`src/rtl/ioctl_upload_spi.sv`:
```
// ioctl_upload_spi
// SPI slave on the SS2 channel that streams core memory back to the firmware.
// The host opens a session with START+index. DATA frames then clock bytes out
// on SPI_DO, read through the ioctl_rd/ioctl_addr/ioctl_din port. END closes
// the session. Reads run one byte ahead of the shifter, so the next byte is
// always waiting in tx_buf when the current one finishes.

module ioctl_upload_spi #(
  parameter int ADDR_W     = 25,
  parameter int RD_LATENCY = 1
) (
  input  logic              clk_sys,
  input  logic              reset_n,
  input  logic              SPI_SCK,
  input  logic              SPI_SS2,
  input  logic              SPI_DI,
  output logic              SPI_DO,
  output logic              spi_do_oe,
  output logic              ioctl_upload,
  output logic [7:0]        ioctl_index,
  output logic [ADDR_W-1:0] ioctl_addr,
  output logic              ioctl_rd,
  input  logic [7:0]        ioctl_din
);

  localparam logic [7:0] CMD_START = 8'h60;
  localparam logic [7:0] CMD_DATA  = 8'h61;
  localparam logic [7:0] CMD_END   = 8'h62;

  typedef enum logic [2:0] {
    IDLE,
    CMD,
    INDEX,
    DATA,
    SKIP
  } state_t;

  state_t state;

  logic [1:0] sck_sync;
  logic [1:0] ss_sync;
  logic [1:0] di_sync;
  logic       sck_q;
  logic       ss_q;

  logic       sck_rise;
  logic       sck_fall;
  logic       ss_fall;
  logic       ss_high;
  logic       di_bit;

  logic [2:0] bit_cnt;
  logic [6:0] rx_shift;
  logic [7:0] rx_byte;
  logic [6:0] tx_shift;
  logic [7:0] tx_buf;
  logic       byte_done;
  logic       advance_pending;

  logic [RD_LATENCY-1:0] rd_pipe;

  // Bring the asynchronous SPI pins into clk_sys and keep the previous value for edge detection
  always_ff @(posedge clk_sys or negedge reset_n) begin
    if (!reset_n) begin
      sck_sync <= 2'b00;
      ss_sync  <= 2'b11;
      di_sync  <= 2'b00;
      sck_q    <= 1'b0;
      ss_q     <= 1'b1;
    end else begin
      sck_sync <= {sck_sync[0], SPI_SCK};
      ss_sync  <= {ss_sync[0], SPI_SS2};
      di_sync  <= {di_sync[0], SPI_DI};
      sck_q    <= sck_sync[1];
      ss_q     <= ss_sync[1];
    end
  end

  assign sck_rise = sck_sync[1] & ~sck_q;
  assign sck_fall = ~sck_sync[1] & sck_q;
  assign ss_fall  = ~ss_sync[1] & ss_q;
  assign ss_high  = ss_sync[1];
  assign di_bit   = di_sync[1];
  assign rx_byte  = {rx_shift, di_bit};

  // Track each outstanding read for RD_LATENCY cycles and capture its data into tx_buf
  always_ff @(posedge clk_sys or negedge reset_n) begin
    if (!reset_n) begin
      rd_pipe <= '0;
      tx_buf  <= 8'h00;
    end else begin
      rd_pipe <= (rd_pipe << 1) | RD_LATENCY'(ioctl_rd);
      if (rd_pipe[RD_LATENCY-1]) begin
        tx_buf <= ioctl_din;
      end
    end
  end

  // Frame/command state machine, MOSI receiver, MISO shifter and read-ahead address control.
  // The address step and read for a byte are committed on the first rise of that byte rather
  // than on the fall that loads it: the last fall of a frame loads a byte that is never clocked
  // out, and deferring keeps that byte in tx_buf for the next DATA frame.
  always_ff @(posedge clk_sys or negedge reset_n) begin
    if (!reset_n) begin
      state           <= IDLE;
      SPI_DO          <= 1'b0;
      spi_do_oe       <= 1'b0;
      ioctl_upload    <= 1'b0;
      ioctl_index     <= 8'h00;
      ioctl_addr      <= '0;
      ioctl_rd        <= 1'b0;
      bit_cnt         <= 3'd0;
      rx_shift        <= 7'h00;
      tx_shift        <= 7'h00;
      byte_done       <= 1'b0;
      advance_pending <= 1'b0;
    end else begin
      ioctl_rd <= 1'b0;

      if (ss_high) begin
        state           <= IDLE;
        spi_do_oe       <= 1'b0;
        SPI_DO          <= 1'b0;
        bit_cnt         <= 3'd0;
        rx_shift        <= 7'h00;
        byte_done       <= 1'b0;
        advance_pending <= 1'b0;
      end else if (ss_fall) begin
        state           <= CMD;
        bit_cnt         <= 3'd0;
        rx_shift        <= 7'h00;
        byte_done       <= 1'b0;
        advance_pending <= 1'b0;
      end else if (sck_rise) begin
        bit_cnt  <= bit_cnt + 3'd1;
        rx_shift <= {rx_shift[5:0], di_bit};

        if (advance_pending) begin
          ioctl_addr      <= ioctl_addr + ADDR_W'(1);
          ioctl_rd        <= 1'b1;
          advance_pending <= 1'b0;
        end

        if (bit_cnt == 3'd7) begin
          case (state)
            CMD: begin
              case (rx_byte)
                CMD_START: state <= INDEX;
                CMD_DATA: begin
                  state     <= DATA;
                  spi_do_oe <= ioctl_upload;
                  byte_done <= ioctl_upload;
                end
                CMD_END: begin
                  ioctl_upload <= 1'b0;
                  state        <= SKIP;
                end
                default: state <= SKIP;
              endcase
            end
            INDEX: begin
              ioctl_index  <= rx_byte;
              ioctl_addr   <= '0;
              ioctl_upload <= 1'b1;
              ioctl_rd     <= 1'b1;
              state        <= SKIP;
            end
            DATA: byte_done <= spi_do_oe;
            default: ;
          endcase
        end
      end else if (sck_fall) begin
        if (spi_do_oe) begin
          if (byte_done) begin
            SPI_DO          <= tx_buf[7];
            tx_shift        <= tx_buf[6:0];
            byte_done       <= 1'b0;
            advance_pending <= 1'b1;
          end else begin
            SPI_DO   <= tx_shift[6];
            tx_shift <= {tx_shift[5:0], 1'b0};
          end
        end
      end
    end
  end

endmodule

```
`config.mk`:
```
export PLATFORM = sky130hd
export DESIGN_NAME = ioctl_upload_spi
export DESIGN_NICKNAME = d
export VERILOG_FILES = /design/src/rtl/ioctl_upload_spi.sv
export SDC_FILE = /design/constraint.sdc
export NUM_CORES = 1
export LEC_CHECK = 0
export ABC_AREA = 0
export ABC_CLOCK_PERIOD_IN_PS = 6100
export BUFFER_PORTS_ARGS = -buffer_cell sky130_fd_sc_hd__buf_2
export CAP_MARGIN = 15
export CORE_MARGIN = 2
export CORE_UTILIZATION = 45
export DETAILED_ROUTE_END_ITERATION = 12
export GPL_TIMING_DRIVEN = 0
export PLACE_DENSITY_LB_ADDON = 0.12
export SYNTH_ARGS = -nofsm -noshare
export SYNTH_HDL_FRONTEND = slang
export SYNTH_SLANG_ARGS = --single-unit
```
`constraint.sdc`:
```
create_clock -name clk_sys -period 6.1 [get_ports clk_sys]
set_input_delay 0.305 -clock clk_sys [delete_from_list [all_inputs] [get_ports clk_sys]]
set_output_delay 0.305 -clock clk_sys [all_outputs]
set_load 0.005 [all_outputs]
```
==> run_results.csv <==
group,metric,value,unit
run_status,outcome,"finished clean",
detailed_routing,routedWlPerCell,15.04,um
clocking,clockRootBuffer,"clkbuf_8",
die,fp.dieW,92.25,um
final_layout,syn_to_final_growth,16.42,%
power_and_ir_drop,comb_power_share,0.035,
detailed_routing,num_vias,2708,
die,initial_utilization,0.4583,
final_layout,multi_input_area,1500,sq um
worst_setup_path,arrival,2810,ps
die,dieArea,8510,sq um
power_and_ir_drop,sw_frac_of_total,0.2250,
clocking,cts_tree,"yes",
final_layout,fin_util,0.5335,
sta,post-route-period-util,0.4237,
sta,slew_violations,0,
synth,ys_dominant_reg_cell,"dfrtp_1",
placement,pre_cts_ws,3535,ps
clocking,cts_resized,0,
clocking,cts_sinks,76,
detailed_routing,remaining_drc_errors,0,
final_layout,layout.cells.non_filler,499,
sta,rsz0062_at_grt,"false",
worst_setup_path,crit_type,"flip-flop to flip-flop",
global_routing,antenna_found_initial,0,
synth,yosys_register_bits,76,
final_layout,layout-drive-gt1-share,0.2292,
power_and_ir_drop,ir_worst_vdd,0.1048,mV
power_and_ir_drop,powerDensity,214.0,nW/um^2
power_and_ir_drop,p_total,0.8732,mW
synth,synth_cells,330,
clocking,numCtsBuffers,9,
power_and_ir_drop,p_int,0.6767,mW
sta,min_period,2585,ps
synth,yosysSeqAreaShare,0.5437,
sta,setup_viol,0,
sta,tns,0,ps
sta,timing.final.ws_setup,3515,ps
synth,synth_area,3505,sq um
synth,synth-edff-count,0,
clocking,clk_latency,350,ps
placement,place.gp.congestion,0.8438,
synth,synth_nets,346,
synth,ys_warn_count,0,
synth,avgSynthCellArea,10.62,sq um
die,rows,32,
hold_path,hold_class,"primary input to flip-flop",
power_and_ir_drop,leakagePower,1.912,nW
global_routing,grt.overflow.total,0,
sta,finalClockSkew,8.803,ps
global_routing,grt_usage,0.1893,
detailed_routing,drt_iter0_markers,116,
synth,synth_cell_types,43,
power_and_ir_drop,clockPowerShare,0.379,
clocking,htree_levels,3,
worst_setup_path,crit_required,6330,ps
synth,async_flop_share,1.000,
final_layout,final_nets,408,
sta,slew_headroom,0.3420,
sta,hold_viol_final,0,
sta,tightest_slew,978.0,ps
placement,dp.cells,482,
detailed_routing,ant_nets,0,
detailed_routing,vias_per_cell,5.427,
worst_setup_path,cp_max_fo,10,
placement,dp.final_hpwl,5414,um
final_layout,diodes,0,
power_and_ir_drop,pwr-share-seq,0.586,
detailed_routing,routed_wl,7507,um
global_routing,grt_pass1_wl,12690,um
clocking,clkSlewWorstSetupHoldPaths,70,ps
placement,io_buffers,49,
global_routing,grt_pass1_vias,2626,
placement,dpl_cell_area,3908,sq um
run,maxCapViolations,0,
worst_setup_path,worstSetupEndpointType,"flip-flop",
clocking,ctsLongestPathBuffers,2,
detailed_routing,drt_pass1_iterations,4,
worst_setup_path,critPathLaunchType,"flip-flop",
final_layout,regArea,1906,sq um
global_routing,grt_max_degree,51,
sta,max_freq,0.3869,GHz
final_layout,fillers,701,
final_layout,stdcell_area,4080,sq um
power_and_ir_drop,p_sw,0.1965,mW
die,ioPinCount,50,
die,die_h,92.25,um
die,core,7647,sq um
sta,holdWs,57.06,ps
cell usage after synthesis (2+ instances only):
master,instances,share of area
or3_1,9,0.016
or4_1,4,0.0086
nor4_1,5,0.0089
and3_1,2,0.0036
o31ai_1,5,0.011
nand3_1,13,0.019
nand2_1,47,0.050
nor4bb_1,2,0.0057
nand4_1,12,0.021
and2_1,3,0.0054
dfstp_2,3,0.022
mux2_2,16,0.051
inv_1,6,0.0064
clkbuf_1,9,0.0096
dfrtp_1,73,0.52
nor2_1,10,0.011
o41ai_1,2,0.0050
nand2b_1,10,0.018
a21oi_1,26,0.037
xnor2_1,4,0.010
xor2_1,2,0.0050
buf_2,3,0.0043
nand3b_1,3,0.0064
a31oi_1,2,0.0036
and3b_1,2,0.0050
ha_1,3,0.011
nor2b_1,4,0.0071
and4_1,6,0.015
o21ai_0,16,0.023
mux2i_1,14,0.040
buf_6,2,0.0064
cell usage in the layout, fill, tap and decap left out, drive strengths merged, types with 2 or more instances in the layout:
cell    netlist  layout
and4          6       6
nor3          2       2
o21ai        16      16
nand3b        3       3
dfrtp        73      73
and2          3       3
dfstp         3       3
clkbuf       10      24
buf           5      55
clkinv        0       2
nor2         10      10
nor4bb        2       2
mux2         16      16
and3b         2       2
o41ai         2       2
nand2b       10      10
nor4          5       5
xor2          2       2
xnor2         4       4
a21oi        26      26
or4           4       4
ha            3       3
nand2        47      47
nand3        13      13
or3           9       9
nand4        12      12
inv           6       6
mux2i        14      14
a31oi         2       2
and3          2       2
o31ai         5       5
nor2b         4       4
power groups by stage:
stage	Clock, mW	Combinational, mW	Sequential (mW)
4_1_cts	0.338	0.0316	0.512
3_3_place_gp	0	0.0282	0.521
5_1_grt	0.359	0.0350	0.512
3_5_place_dp	0	0.0309	0.522
6_report	0.331	0.0304	0.512
2_1_floorplan	0	0.0117	0.520
sequential cells by signal (all words and copies together), names as in the netlist, 2 cells and up:
| register | cells |
|---|---|
| ss_sync | 2 |
| bit_cnt | 3 |
| tx_shift | 7 |
| state | 3 |
| tx_buf | 8 |
| ioctl_index | 8 |
| ioctl_addr | 25 |
| rx_shift | 7 |
| sck_sync | 2 |
| di_sync | 2 |
timing repair:
item	CTS	global route
endpoints found under the hold margin	26	0
buffers inserted	0	0
hold buffers	1	0
final timing paths:
| path | depth (start not counted) | startpoint | slack [ps] | end |
|---|---|---|---|---|
| hold / removal | 1 | SPI_SS2 | 60 | ss_sync[0] |
| min in group asynchronous | 2 | reset_n | 420 | ioctl_addr[22] |
| max in group asynchronous | 3 | reset_n | 5050 | ss_sync[0] |
| hold reg to reg | 0 | sck_sync[0] | 350 | sck_sync[1] |
| setup / recovery | 7 | bit_cnt[0] | 3520 | ioctl_addr[18] |
| setup reg to reg | 7 | bit_cnt[0] | 3520 | ioctl_addr[18] |
routing by layer:
metal | global-route usage | wire [um] | share of wire | vias up
met4 | 0.07587 | 94 | 0.013 | 0
met3 | 0.03533 | 254 | 0.034 | 9
met2 | 0.2978 | 3520 | 0.47 | 39
li1 | - | - | - | 1316
met1 | 0.2597 | 3638 | 0.48 | 1344
met5 | 0 | 0 | 0 | -
layout make-up:
type / instances / area share
Multi-Input combinational cell: 233 / 0.3677
Timing Repair Buffer: 51 / 0.06992
Clock inverter: 2 / 0.002453
Inverter: 6 / 0.005520
Sequential cell: 76 / 0.4670
Clock buffer: 14 / 0.03741
Buffer: 15 / 0.01871
Tap cell: 102 / 0.03128
critical path, stage by stage, from the launching register on:
cell and delay [ps]:
dfrtp_1 370, ha_1 160, ha_1 200, nor4bb_1 560
nand2_1 180, nor3_2 570, buf_2 350, a21oi_1 70
kinds of logic (layout without fill, tap and decap cells):
| family | count (synthesis) | count (layout) | share of synthesized area |
|---|---|---|---|
| buffers and inverters | 21 | 88 | 0.02820 |
| XOR/XNOR | 6 | 6 | 0.01499 |
| AND/OR/NAND/NOR | 138 | 138 | 0.2196 |
| AO/OA/AOI/OAI | 56 | 56 | 0.09140 |
| multiplexers | 30 | 30 | 0.09139 |
| flip-flops | 76 | 76 | 0.5437 |
| adder cells (fa/ha/maj) | 3 | 3 | 0.01071 |
Note: power is estimated with default switching activity, not from simulation.
